$ cat config.mk
export PLATFORM = sky130hd
export DESIGN_NAME = ddr_frame_writer
export DESIGN_NICKNAME = d
export VERILOG_FILES = /design/src/rtl/ddr_frame_writer.sv
export SDC_FILE = /design/constraint.sdc
export NUM_CORES = 1
export LEC_CHECK = 0
export ABC_AREA = 0
export BUFFER_PORTS_ARGS = -buffer_cell sky130_fd_sc_hd__buf_2
export CAP_MARGIN = 25
export CORE_MARGIN = 2
export CORE_UTILIZATION = 39
export DETAILED_ROUTE_END_ITERATION = 16
export SETUP_SLACK_MARGIN = 0.05
export SYNTH_ARGS = -nofsm -noshare
export SYNTH_HDL_FRONTEND = slang
export SYNTH_SLANG_ARGS = --single-unit
$ cat constraint.sdc
create_clock -name clk -period 4.7 [get_ports clk]
set_input_delay 0.47 -clock clk [delete_from_list [all_inputs] [get_ports clk]]
set_output_delay 0.47 -clock clk [all_outputs]
set_load 0.005 [all_outputs]
$ cat src/rtl/ddr_frame_writer.sv
// ddr_frame_writer: packs a 32-bit pixel stream into bursts on one MIG user
// write port, issues one write command per burst, and rotates through
// NUM_FRAMES frame buffers. Supports a hardware frame clear and a restart
// that rewinds to the start of the current frame.
module ddr_frame_writer #(
  parameter int unsigned BURST_LEN    = 32,
  parameter int unsigned FRAME_WORDS  = 921600,
  parameter int unsigned NUM_FRAMES   = 2,
  parameter int unsigned BASE_ADDR    = 0,
  parameter int unsigned FRAME_STRIDE = 4194304,
  parameter logic [31:0] CLEAR_VALUE  = 32'h0,
  parameter int unsigned ADDR_W       = 30
) (
  input  logic              clk,
  input  logic              reset,
  input  logic              mem_calib_done,
  input  logic [31:0]       in_data,
  input  logic              in_valid,
  output logic              in_ready,
  input  logic              clear_req,
  input  logic              restart,
  input  logic              wr_full,
  output logic              wr_en,
  output logic [31:0]       wr_data,
  output logic [3:0]        wr_mask,
  input  logic              cmd_full,
  output logic              cmd_en,
  output logic [2:0]        cmd_instr,
  output logic [5:0]        cmd_bl,
  output logic [ADDR_W-1:0] cmd_byte_addr,
  output logic [2:0]        write_frame,
  output logic [2:0]        display_frame,
  output logic              frame_done,
  output logic              busy
);

  localparam int OFF_W = $clog2(FRAME_WORDS + 1);
  localparam int BC_W  = $clog2(BURST_LEN + 1);
  localparam logic [OFF_W-1:0] FRAME_END  = OFF_W'(FRAME_WORDS);
  localparam logic [BC_W-1:0]  BURST_END  = BC_W'(BURST_LEN);
  localparam logic [2:0]       LAST_FRAME = 3'(NUM_FRAMES - 1);

  typedef enum logic [2:0] {
    S_WAIT_CAL, S_IDLE, S_FILL, S_CMD, S_SWAP, S_CLEAR
  } state_e;

  state_e            state_q, state_d;
  logic [OFF_W-1:0]  off_q, off_d;
  logic [OFF_W-1:0]  bstart_q, bstart_d;
  logic [BC_W-1:0]   bcnt_q, bcnt_d;
  logic              clearing_q, clearing_d;
  logic              clr_pend_q, clr_pend_d;
  logic              rst_pend_q, rst_pend_d;
  logic [2:0]        write_frame_q, write_frame_d;
  logic [2:0]        display_frame_q, display_frame_d;
  logic              frame_done_q, busy_q;
  logic [5:0]        cmd_bl_q;
  logic [ADDR_W-1:0] cmd_addr_q, cmd_addr_d;

  logic fill_st, accept, clr_push, clr_ignore, cmd_load;

  // Handshake and write-FIFO push are combinational so a word lands in the FIFO
  // on the same cycle it is accepted; a pending clear/restart blocks new input.
  assign fill_st    = (state_q == S_IDLE) || (state_q == S_FILL);
  assign in_ready   = fill_st && !wr_full && (bcnt_q < BURST_END) && !clr_pend_q && !rst_pend_q;
  assign accept     = in_ready && in_valid;
  assign clr_push   = (state_q == S_CLEAR) && !wr_full && (bcnt_q < BURST_END);
  assign wr_en      = accept || clr_push;
  assign wr_data    = clr_push ? CLEAR_VALUE : (accept ? in_data : 32'h0);
  assign wr_mask    = 4'b0000;
  assign cmd_en     = (state_q == S_CMD) && !cmd_full;
  assign cmd_instr  = 3'b000;
  assign cmd_bl     = cmd_bl_q;
  assign cmd_byte_addr = cmd_addr_q;
  assign write_frame   = write_frame_q;
  assign display_frame = display_frame_q;
  assign frame_done    = frame_done_q;
  assign busy          = busy_q;

  // A clear in progress swallows further clear/restart requests.
  assign clr_ignore = (state_q == S_CLEAR) || ((state_q == S_CMD) && clearing_q);
  // Command fields are latched once, on entry to CMD, and held while cmd_full stalls.
  assign cmd_load   = (state_d == S_CMD) && (state_q != S_CMD);
  assign cmd_addr_d = ADDR_W'(BASE_ADDR) + ADDR_W'(write_frame_q) * ADDR_W'(FRAME_STRIDE)
                    + ADDR_W'({bstart_q, 2'b00});

  // Next-state logic for the burst/frame controller.
  always_comb begin
    // NOTE: every signal gets a default first so no path leaves it unassigned (no latch).
    state_d         = state_q;
    off_d           = off_q;
    bcnt_d          = bcnt_q;
    bstart_d        = bstart_q;
    clearing_d      = clearing_q;
    write_frame_d   = write_frame_q;
    display_frame_d = display_frame_q;
    clr_pend_d      = clr_pend_q || (clear_req && !clr_ignore);
    rst_pend_d      = (rst_pend_q || (restart && !clr_ignore)) && !clr_pend_d;

    unique case (state_q)
      S_WAIT_CAL: if (mem_calib_done) state_d = S_IDLE;

      S_IDLE, S_FILL: begin
        if (clr_pend_q || rst_pend_q) begin
          if (bcnt_q != '0) begin
            state_d = S_CMD;                       // flush the partial burst first
          end else begin
            off_d      = '0;
            bstart_d   = '0;
            rst_pend_d = 1'b0;
            if (clr_pend_q) begin
              clr_pend_d = 1'b0;
              clearing_d = 1'b1;
              state_d    = S_CLEAR;
            end else begin
              state_d = S_IDLE;
            end
          end
        end else if (accept) begin
          off_d   = off_q + OFF_W'(1);
          bcnt_d  = bcnt_q + BC_W'(1);
          state_d = (bcnt_d == BURST_END || off_d == FRAME_END) ? S_CMD : S_FILL;
        end
      end

      S_CMD: if (!cmd_full) begin
        bcnt_d   = '0;
        bstart_d = off_q;
        if (off_q == FRAME_END) begin
          if (clearing_q) begin
            off_d      = '0;
            bstart_d   = '0;
            clearing_d = 1'b0;
            state_d    = S_IDLE;                   // cleared frame stays the write frame
          end else begin
            state_d = S_SWAP;
          end
        end else if (clearing_q) begin
          state_d = S_CLEAR;
        end else if (clr_pend_q) begin
          off_d      = '0;
          bstart_d   = '0;
          clr_pend_d = 1'b0;
          rst_pend_d = 1'b0;
          clearing_d = 1'b1;
          state_d    = S_CLEAR;
        end else if (rst_pend_q) begin
          off_d      = '0;
          bstart_d   = '0;
          rst_pend_d = 1'b0;
          state_d    = S_IDLE;
        end else begin
          state_d = S_FILL;
        end
      end

      S_SWAP: begin
        display_frame_d = write_frame_q;
        write_frame_d   = (write_frame_q == LAST_FRAME) ? 3'd0 : write_frame_q + 3'd1;
        off_d           = '0;
        bstart_d        = '0;
        rst_pend_d      = 1'b0;                    // new frame already starts at 0
        if (clr_pend_q) begin
          clr_pend_d = 1'b0;
          clearing_d = 1'b1;
          state_d    = S_CLEAR;
        end else begin
          state_d = S_IDLE;
        end
      end

      S_CLEAR: if (clr_push) begin
        off_d  = off_q + OFF_W'(1);
        bcnt_d = bcnt_q + BC_W'(1);
        if (bcnt_d == BURST_END || off_d == FRAME_END) state_d = S_CMD;
      end

      default: state_d = S_WAIT_CAL;
    endcase
  end

  // State, counters and registered outputs.
  always_ff @(posedge clk or posedge reset) begin
    if (reset) begin
      state_q         <= S_WAIT_CAL;
      off_q           <= '0;
      bstart_q        <= '0;
      bcnt_q          <= '0;
      clearing_q      <= 1'b0;
      clr_pend_q      <= 1'b0;
      rst_pend_q      <= 1'b0;
      write_frame_q   <= 3'd0;
      display_frame_q <= LAST_FRAME;
      frame_done_q    <= 1'b0;
      busy_q          <= 1'b0;
      cmd_bl_q        <= '0;
      cmd_addr_q      <= '0;
    end else begin
      // NOTE: non-blocking assignments so every register samples pre-edge values.
      state_q         <= state_d;
      off_q           <= off_d;
      bstart_q        <= bstart_d;
      bcnt_q          <= bcnt_d;
      clearing_q      <= clearing_d;
      clr_pend_q      <= clr_pend_d;
      rst_pend_q      <= rst_pend_d;
      write_frame_q   <= write_frame_d;
      display_frame_q <= display_frame_d;
      frame_done_q    <= (state_d == S_SWAP);
      busy_q          <= (state_d != S_IDLE);
      if (cmd_load) begin
        cmd_bl_q   <= 6'(bcnt_d - BC_W'(1));
        cmd_addr_q <= cmd_addr_d;
      end
    end
  end

endmodule

### Word level (Yosys, flattened, before mapping)

Cells that the tools add are included.

| operators by class | value |
|---|---|
| $add $sub $neg | 5 |
| multipliers | 0 |
| divide/modulo/power cells | 0 |
| magnitude comparators | 1 |
| equality and inequality tests | 19 |
| shift-type cells | 0 |
| muxes and demuxes | 59 |
| bitwise logic cells | 0 |
| reduce and logical (&&, ||, !) cells | 33 |

Operators with widths:

| kind | count |
|---|---|
| 20-bit 2-to-1 mux | 11 |
| 20-bit one-hot mux with 4 select lines | 1 |
| 32-bit 2-to-1 mux | 2 |
| 20-bit one-hot mux with 3 select lines | 1 |
| 20-bit == test, second input constant | 2 |
| 3-bit 2-to-1 mux | 13 |
| 25-bit by 22-bit adder with 26-bit output | 1 |
| 6-bit 2-to-1 mux | 4 |
| 1-bit 2-to-1 mux | 21 |
| 20-bit by 1-bit adder with 20-bit output, second input constant | 1 |
| 6-bit one-hot mux with 3 select lines | 1 |
| 3-bit one-hot mux with 5 select lines | 1 |
| 1-bit logical AND | 13 |
| 3-bit by 2-bit == test with 1-bit output, second input constant | 3 |
| 3-bit == test, second input constant | 3 |
| 1-bit one-hot mux with 3 select lines | 3 |
| 2-bit inequality test, second input constant | 4 |
| 1-bit logical OR | 7 |
| 6-bit by 1-bit adder with 6-bit output, second input constant | 1 |
| 3-bit by 1-bit == test with 1-bit output, second input constant | 2 |
| 6-bit == test, second input constant | 1 |
| 1-bit zero test | 6 |
| 6-bit less-than comparator, second input constant | 1 |
| 3-bit inequality test, second input constant | 2 |
| other kinds (12) | 12 |

| word-level totals | value |
|---|---|
| bits in registers | 96 |
| bits in latches | 0 |
| bits in writable memories | 0 |
| ROM bits | 0 |
| input port bits | 40 |
| output and inout port bits | 86 |
| word-level logic and storage cells | 130 |
| memories | 0 |

### Longest topological paths before layout

Gate-level depths: netlist of run 1.

| depth | value |
|---|---|
| word-level depth | 14 |
| depth in mapped cells | 14 |
| gate-level depth less buffers | 11 |

### Worst setup path before layout of run 1

No wires, ideal clock.

| timing path | value |
|---|---|
| kind | reg-to-reg |
| from | reg clr_pend_q |
| to | reg cmd_bl_q[4], in the netlist cmd_bl[4] |
| library setup time | 125 ps |
| arrival | 3,003 ps |
| required time | 4,575 ps |
| path slack | 1,572 ps |
| stages on the path, launching flop included | 15 |
| path buffers | 4 |
| clock period less this slack | 3,128 ps |
| cell sequence | dfrtp_1 > clkbuf_1 > or2_2 > clkbuf_1 > a221o_1 > nand3b_1 > or2_1 > clkbuf_1 > inv_1 > buf_1 > a22oi_1 > ha_1 > nand4_1 > xnor2_1 > mux2_2 |

| between the ends | value |
|---|---|
| cells in the longest elaborated chain, start to end | 9 |
| elaborated cells on any way between the ends | 20 |
| those cells by class | 1 x add/sub; 1 x eq/ne; 12 x mux; 6 x reduce/logical |

RTL lines:

| item | RTL line | text |
|---|---|---|
| from (decl) | 52 | `logic clr_pend_q, clr_pend_d;` |
| from (signal assigned) | 205 | `clr_pend_q <= clr_pend_d;` |
| branches (longest 9 deep; another with 6-bit by 1-bit subtractor with 6-bit output) | -- |  |
| to (signal assigned) | 212 | `cmd_bl_q <= 6'(bcnt_d - BC_W'(1));` |
| to (decl) | 57 | `logic [5:0] cmd_bl_q;` |

Several ways; the timed one is not identified.
A chain may end at the register's enable or synchronous reset.

### Final worst setup path of run 1

| timing path | value |
|---|---|
| from | reg off_q[0] |
| to | reg cmd_addr_q[19], in the netlist cmd_byte_addr[19] |

| between the ends | value |
|---|---|
| cells in the longest elaborated chain, start to end | 9 |
| elaborated cells on any way between the ends | 14 |
| those cells by class | 1 x add/sub; 3 x eq/ne; 8 x mux; 2 x reduce/logical |

RTL lines:

| item | RTL line | text |
|---|---|---|
| from (decl) | 48 | `logic [OFF_W-1:0] off_q, off_d;` |
| from (signal assigned) | 186 | `off_q <= '0;` |
| from (signal assigned) | 201 | `off_q <= off_d;` |
| 20-bit by 1-bit adder with 20-bit output | 120, 173 |  |
| 20-bit == test | 122, 175 |  |
| 1-bit logical OR | 122, 175 |  |
| 1-bit 2-to-1 mux | 122 | `state_d = (bcnt_d == BURST_END \|\| off_d == FRAME_END) ? S_CMD : S_FILL;` |
| 3-bit 2-to-1 mux | 119 | `end else if (accept) begin` |
| 3-bit 2-to-1 mux | 104 | `if (clr_pend_q \|\| rst_pend_q) begin` |
| 3-bit one-hot mux with 5 select lines * | 100 | `unique case (state_q)` |
| named net state_d[0] | 47 | `state_e state_q, state_d;` |
| 3-bit by 2-bit == test with 1-bit output * | 83 | `assign cmd_load = (state_d == S_CMD) && (state_q != S_CMD);` |
| 1-bit logical AND * | 83 |  |
| to (signal assigned) | 213 | `cmd_addr_q <= cmd_addr_d;` |
| to (decl) | 58 | `logic [ADDR_W-1:0] cmd_addr_q, cmd_addr_d;` |

The timed path passes the listed nets; every way through them passes the cells marked *.

==> impl_metrics.csv, run 1 <==
group,metric,value,unit
run_status,status,"finished, final reports clean",
clock_tree,cts-buffers-inserted,9,
synth,syn_avg_cell_area,9.04,µm²
synth,async_flop_share,100,%
cells_and_area,drive_gt1_share,26.2,%
sta,hold_viol_final,0,
routing,wl_per_cell,15.8,µm
sta,finalWorstPathRequiredPeriod,3.67,ns
clock_tree,clk_pin_slew_worst_paths,0.06,ns
critical_path,critPathMaxFanout,20,
synth,ys_types,68,
clock_tree,h-tree-depth,3,
sta,rsz0062_at_grt,"no",
critical_path,worstPathRequired,4.93,ns
routing,drc,0,
cells_and_area,multi_input_area,2610,µm²
grt,grt_util_all_layers,19.0,%
place,io_buffers,111,
power,intPower,1.86,mW
grt,grt_max_degree,47,
grt,grt_pass1_vias,4126,
cells_and_area,fin_cells,839,
power,netSwitchingPower,1.34,mW
sta,fin_crit_sh,78.0,%
place,dpl_cell_area,5790,µm²
clock_tree,cts_tree,"done",
sta,setup_viol,0,
critical_path,critPathMaxStageDelay,0.53,ns
synth,yosysMostFrequentCell,"dfrtp_1",
clock_tree,clk_path_buf_depth,2,
routing,wirelength,13.3,mm
sta,tightest_slew,0.977,ns
synth,seq_area_frac_synth,42.7,%
power,clock_power_share,22.3,%
power,p_seq_share,33.2,%
worst_hold_path,worstHoldPathType,"input port to asynchronous set/reset pin",
cells_and_area,fin_area,6080,µm²
place,gp_congestion,0.930,
clock_tree,cts_setup_buffers,0,
die,io_pins,126,
synth,synthTopCellsByCount,"dfrtp_1, o21ai_0, nand2_1",
grt,grt_pass1_wl,21.7,mm
critical_path,path_class,"flop to flop",
die,std_cell_rows,42,
critical_path,arrival,3.90,ns
clock_tree,root_buffer,"clkbuf_16",
sta,tns,0,ns
grt,globalRoute.totalOverflow,0,
clock_tree,cts_sinks,89,
power,total_power,3.20,mW
routing,first_iter_violations,303,
die,start_util,39.8,%
cells_and_area,fillCellCount,1282,
power,swShare,41.8,%
routing,drt-vias-per-instance,5.33,
critical_path,critPathSlowestCell,"or4_1",
grt,antenna_found_initial,0,
cells_and_area,antenna_cells,0,
sta,holdWs,0.218,ns
cells_and_area,synthToLayoutAreaGrowth,16.4,%
critical_path,start_kind,"flop",
clock_tree,insertion_delay,0.35,ns
power,leakage,2.94,nW
synth,ys.warnings.count,0,
power,worst_ir_drop_vdd,377,µV
sta,slew_viol_final,0,
power,power_per_cell_area,527,nW/µm²
sta,finalClockSkew,0.00499,ns
critical_path,ff2ff_path_depth,10,
sta,max-slew-margin-rel,34.6,%
die,die-area,14300,µm²
synth,yosysTopAreaCellShare,42.2,%
clock_tree,hold_buffers,0,
synth,synth_largest_area_cell,"dfrtp_1",
clock_tree,cts_resized,0,
synth,netlist_top_cells_area,"dfrtp_1, o21ai_0, mux2_2",
routing,drt_pass1_iterations,4,
place,placed_cells,823,
routing,dr_total_vias,4468,
power,combPwrFrac,44.5,%
run,max-cap-violations,0,
die,coreArea,13100,µm²
synth,synth-edff-count,0,
synth,ys.flop_type,"dfrtp_1",
synth,synth_cells,578,
critical_path,path_cells,"ha_1, nand4_1, nor2_1, a41oi_1, or4_1, a211oi_1, a21bo_2, nand3_2, buf_4, mux2_4",
place,hpwl,9.46,mm
routing,final_antenna_net_count,0,
synth,synth-seq-cells,89,
cells_and_area,regArea,2230,µm²
critical_path,endpoint_kind,"flop",
synth,synth_area,5220,µm²
die,fp.dieW,120,µm
cells_and_area,fin_nets,703,
sta,fmax,0.273,GHz
die,die_height,120,µm
[kinds of logic after synthesis]
kind of cell    Yosys count  share of synthesized area [%]
flops                    89                           42.7
xor+xnor                 10                           1.68
compound gates          128                           15.6
simple gates            216                           22.6
mux                      32                           7.43
fa+ha+maj                 5                           1.20
buf+inv                  97                           8.77
other cells               1                         0.0718
[layout by cell type, fill, tap and decap left out, types with 10 or more instances in the layout]
cell type	instances
a21oi_1	24
and2_1	37
and3_1	10
buf_2	111
conb_1	14
dfrtp_1	88
inv_1	35
mux2_2	22
nand2_1	46
nand3_1	32
nand4_1	11
nor2_1	21
nor3_1	12
o21ai_0	53
[metrics by stage]
stage	worst slack [ns]	utilization [%]
after floorplan	1.57	-
after global placement	1.11	44.1
after detailed placement	1.04	44.1
after CTS	1.04	46.3
after global routing	0.785	46.3
final	1.03	46.3
[power by group through the flow]
stage	Clock (mW)	Sequential [mW]	Combinational [mW]
floorplan	0	0.976	1.13
global placement	0	1.07	1.42
detailed placement	0	1.07	1.42
CTS	0.732	1.06	1.43
global route	0.768	1.09	1.59
finish	0.715	1.06	1.42
[per-layer routing]
metal  up-vias  routed length (µm)  track usage (%)
met3        10                 488             2.66
li1       2176                   -                -
met2       100                6190             28.6
met5         -                   0                0
met4         0                 158             6.54
met1      2182                6460             27.8
[critical path: cells and delay by family, from the launching register on]
family                     cells  cell delay [ns]
and+or+nand+nor                4             1.28
adders and majority gates      1             0.34
buffers and inverters          1             0.36
muxes                          1             0.32
DFF                            1             0.46
AOI/OAI and AO/OA              3             0.77
[flip-flops by register name, indices dropped and copies added, names as in the netlist, 3 cells and up]
signal	count
write_frame	3
state_q	3
cmd_byte_addr	23
off_q	20
cmd_bl	6
bcnt_q	6
display_frame	3
bstart_q	20
[final timing paths]
path	start	slack, ns	to
setup / recovery	off_q[0]$_DFFE_PP0P_	1.03	cmd_byte_addr[19]$_DFFE_PP0P_
hold / removal	reset	0.22	bstart_q[9]$_DFFE_PP0P_
setup reg to reg	off_q[0]$_DFFE_PP0P_	1.03	cmd_byte_addr[19]$_DFFE_PP0P_
hold reg to reg	display_frame[0]$_DFFE_PP1P_	0.46	display_frame[0]$_DFFE_PP1P_
max in group asynchronous	reset	3.44	cmd_bl[5]$_DFFE_PP0P_
min in group clk	clear_req	0.34	rst_pend_q$_DFF_PP0_
[area by class of cell]
cell class	count	share of cell area (%)
Sequential cell	89	36.6
Multi-Input combinational cell	405	42.9
Tap cell	176	3.62
Timing Repair Buffer	117	9.87
Inverter	36	2.24
Clock inverter	5	0.926
Clock buffer	11	3.83
Note: power is estimated with default switching activity, not from simulation.
==> run 2: changes to the inputs <==
--- a/config.mk
+++ b/config.mk
@@ -5,7 +5,7 @@
 export SDC_FILE = /design/constraint.sdc
 export NUM_CORES = 1
 export LEC_CHECK = 0
-export ABC_AREA = 0
+export ABC_AREA = 1
 export BUFFER_PORTS_ARGS = -buffer_cell sky130_fd_sc_hd__buf_2
 export CAP_MARGIN = 25
 export CORE_MARGIN = 2
==> constraint.sdc (replaced) <==
create_clock -name clk -period 2.97 [get_ports clk]
set_input_delay 0.297 -clock clk [delete_from_list [all_inputs] [get_ports clk]]
set_output_delay 0.297 -clock clk [all_outputs]
set_load 0.005 [all_outputs]
==> run 2 against run 1 <==
Effect of this change: global-route usage rose by 2.2 points; combinational power rose by 150%; sequential power rose by 91%; highest routed layer unchanged; critical path depth rose by 7; largest cell class unchanged; clock-buffer cell count did not move; synthesized cell count rose by 34%; design area rose by 5.7%; total power rose by 110%; non-clock buffer count rose by 12; flip-flop and latch count did not move; clock skew rose by 0.0067 ns.
==> impl_metrics.csv, run 2 <==
group,metric,value,unit
sta,slew_viol_final,0,
critical_path,worstPathRequired,3.21,ns
clock_tree,clk_pin_slew_worst_paths,0.07,ns
worst_hold_path,worstHoldPathType,"input port to asynchronous set/reset pin",
grt,antenna_found_initial,0,
place,hpwl,11.0,mm
clock_tree,root_buffer,"clkbuf_16",
critical_path,critPathMaxFanout,29,
grt,grt_util_all_layers,21.2,%
place,io_buffers,111,
routing,first_iter_violations,572,
die,start_util,40.3,%
synth,ys.warnings.count,0,
synth,async_flop_share,100,%
sta,fin_crit_sh,89.2,%
cells_and_area,synthToLayoutAreaGrowth,19.5,%
synth,synth_largest_area_cell,"dfrtp_1",
critical_path,critPathMaxStageDelay,0.43,ns
routing,drc,0,
synth,seq_area_frac_synth,41.4,%
power,worst_ir_drop_vdd,491,µV
die,coreArea,13300,µm²
synth,synth_area,5380,µm²
critical_path,crit_family,"simple AND/OR/NAND/NOR gates",
critical_path,endpoint_kind,"flop",
synth,syn_avg_cell_area,6.93,µm²
die,die_height,121,µm
synth,synth-seq-cells,89,
routing,wl_per_cell,13.7,µm
critical_path,path_cells,"ha_1, nand2_1, nor2_4, nand3b_2, nor2_1, nand2_1, nand2_1, nand2_1, nor2_1, nand3_1, nand2_1, nand2_1, nand2_2, nand3_2, buf_4, nand2_1, nand2_1",
sta,tns,0,ns
cells_and_area,final_util,48.1,%
grt,globalRoute.totalOverflow,0,
critical_path,arrival,2.89,ns
synth,ys_types,38,
critical_path,r2r-start,"off_q[0]$_DFFE_PP0P_",
grt,grt_max_degree,43,
clock_tree,clk_path_buf_depth,2,
sta,hold_viol_final,0,
run_status,status,"finished, final reports clean",
routing,drt_pass1_iterations,5,
synth,synthTopCellsByCount,"nand2_1, nor2_1, dfrtp_1, inv_1, o21ai_0",
synth,yosysTopAreaCellShare,40.9,%
power,power_per_cell_area,1040,nW/µm²
run,max-cap-violations,0,
cells_and_area,drive_gt1_share,18.5,%
sta,rsz0062_at_grt,"no",
critical_path,cp_common_cell,"nand2_1",
routing,dr_total_vias,5262,
die,fp.dieW,121,µm
grt,grt_pass1_wl,25.0,mm
critical_path,r2r-end,"cmd_byte_addr[2]$_DFFE_PP0P_",
synth,ys.flop_type,"dfrtp_1",
critical_path,reg2reg_slack,0.32,ns
clock_tree,cts-buffers-inserted,9,
critical_path,start_kind,"flop",
critical_path,path_class,"flop to flop",
clock_tree,cts_setup_buffers,0,
cells_and_area,layout_common_cells,"nand2_1, buf_2, nor2_1",
clock_tree,insertion_delay,0.35,ns
die,std_cell_rows,42,
cells_and_area,fillCellCount,1387,
clock_tree,cts_tree,"done",
routing,drt-vias-per-instance,4.92,
routing,wirelength,14.7,mm
cells_and_area,final_common_cell,"nand2_1",
synth,synth-edff-count,0,
synth,yosysMostFrequentCell,"nand2_1",
place,gp_congestion,0.926,
die,die-area,14700,µm²
sta,fmax,0.377,GHz
clock_tree,h-tree-depth,3,
critical_path,critPathSlowestCell,"dfrtp_1",
clock_tree,cts_sinks,89,
cells_and_area,antenna_cells,0,
grt,grt_pass1_vias,4815,
sta,max-slew-margin-rel,51.3,%
sta,finalClockSkew,0.0117,ns
sta,finalWorstPathRequiredPeriod,2.65,ns
sta,tightest_slew,0.730,ns
critical_path,crit_buf_inv,1,
synth,netlist_top_cells_area,"dfrtp_1, nand2_1, nor2_1",
routing,final_antenna_net_count,0,
critical_path,ff2ff_path_depth,17,
power,leakage,3.51,nW
cells_and_area,largest_reg_flops,23,
cells_and_area,fin_nets,933,
die,io_pins,126,
synth,synth_cells,776,
sta,setup_viol,0,
run 2: metrics by stage:
step / worst slack, ns / hold WS, ns / total power, mW / std cells / instance area, µm²
2_1_floorplan: 0.368 / 0.453 / 4.44 / 789 / 5430
3_3_place_gp: 0.334 / 0.437 / 5.48 / 1053 / 6110
3_5_place_dp: 0.273 / 0.444 / 5.48 / 1053 / 6110
4_1_cts: 0.238 / 0.0717 / 6.70 / 1069 / 6410
5_1_grt: 0.0685 / 0.110 / 7.34 / 1069 / 6430
6_report: 0.321 / 0.0389 / 6.71 / 1069 / 6430
run 2: metal layers:
layer,GRT usage (%),routed length [µm],vias up
met3,4.28,826,11
met4,5.75,152,0
met1,32.0,7480,2395
met5,0,0,-
met2,30.5,6230,147
li1,-,-,2709
run 2: how the worst max path moves through the flow:
stage,cells after the start,slack (ns),from,endpoint
3_3_place_gp,16,0.33,off_q[1]$_DFFE_PP0P_,cmd_byte_addr[17]$_DFFE_PP0P_
4_1_cts,16,0.24,off_q[0]$_DFFE_PP0P_,cmd_bl[3]$_DFFE_PP0P_
2_1_floorplan,1,0.37,reset,bcnt_q[0]$_DFF_PP0_
6_report,17,0.32,off_q[0]$_DFFE_PP0P_,cmd_byte_addr[2]$_DFFE_PP0P_
5_1_grt,17,0.07,off_q[0]$_DFFE_PP0P_,cmd_byte_addr[18]$_DFFE_PP0P_
3_5_place_dp,16,0.27,off_q[0]$_DFFE_PP0P_,cmd_byte_addr[9]$_DFFE_PP0P_
run 2: final cells by class:
| type | instances | area, µm² | share of cell area, % |
|---|---|---|---|
| Clock buffer | 11 | 243 | 3.78 |
| Clock inverter | 5 | 62.6 | 0.974 |
| Inverter | 92 | 347 | 5.39 |
| Multi-Input combinational cell | 567 | 2630 | 40.9 |
| Sequential cell | 89 | 2230 | 34.7 |
| Tap cell | 176 | 220 | 3.43 |
| Timing Repair Buffer | 129 | 698 | 10.9 |
run 2: kinds of logic after synthesis:
logic type	after synthesis	synth area share, %
other	1	0.0697
AO/OA/AOI/OAI	97	9.75
buffers and inverters	133	10.8
adder cells (fa/ha/maj)	5	1.16
flip-flops	89	41.4
XOR/XNOR	8	1.30
AND/OR/NAND/NOR	443	35.5
run 2: report_power, final:
| part | internal, mW | leakage (nW) | switching (mW) |
|---|---|---|---|
| sequential | 1.63 | 1.18 | 0.389 |
| combinational | 1.14 | 2.18 | 2.36 |
| clock | 0.682 | 0.143 | 0.512 |
| total | 3.45 | 3.51 | 3.26 |
run 2: timing repair:
action	CTS	global route
hold buffers	0	0
hold endpoints to repair	0	0
setup endpoints to repair	0	30
resized for setup	0	4
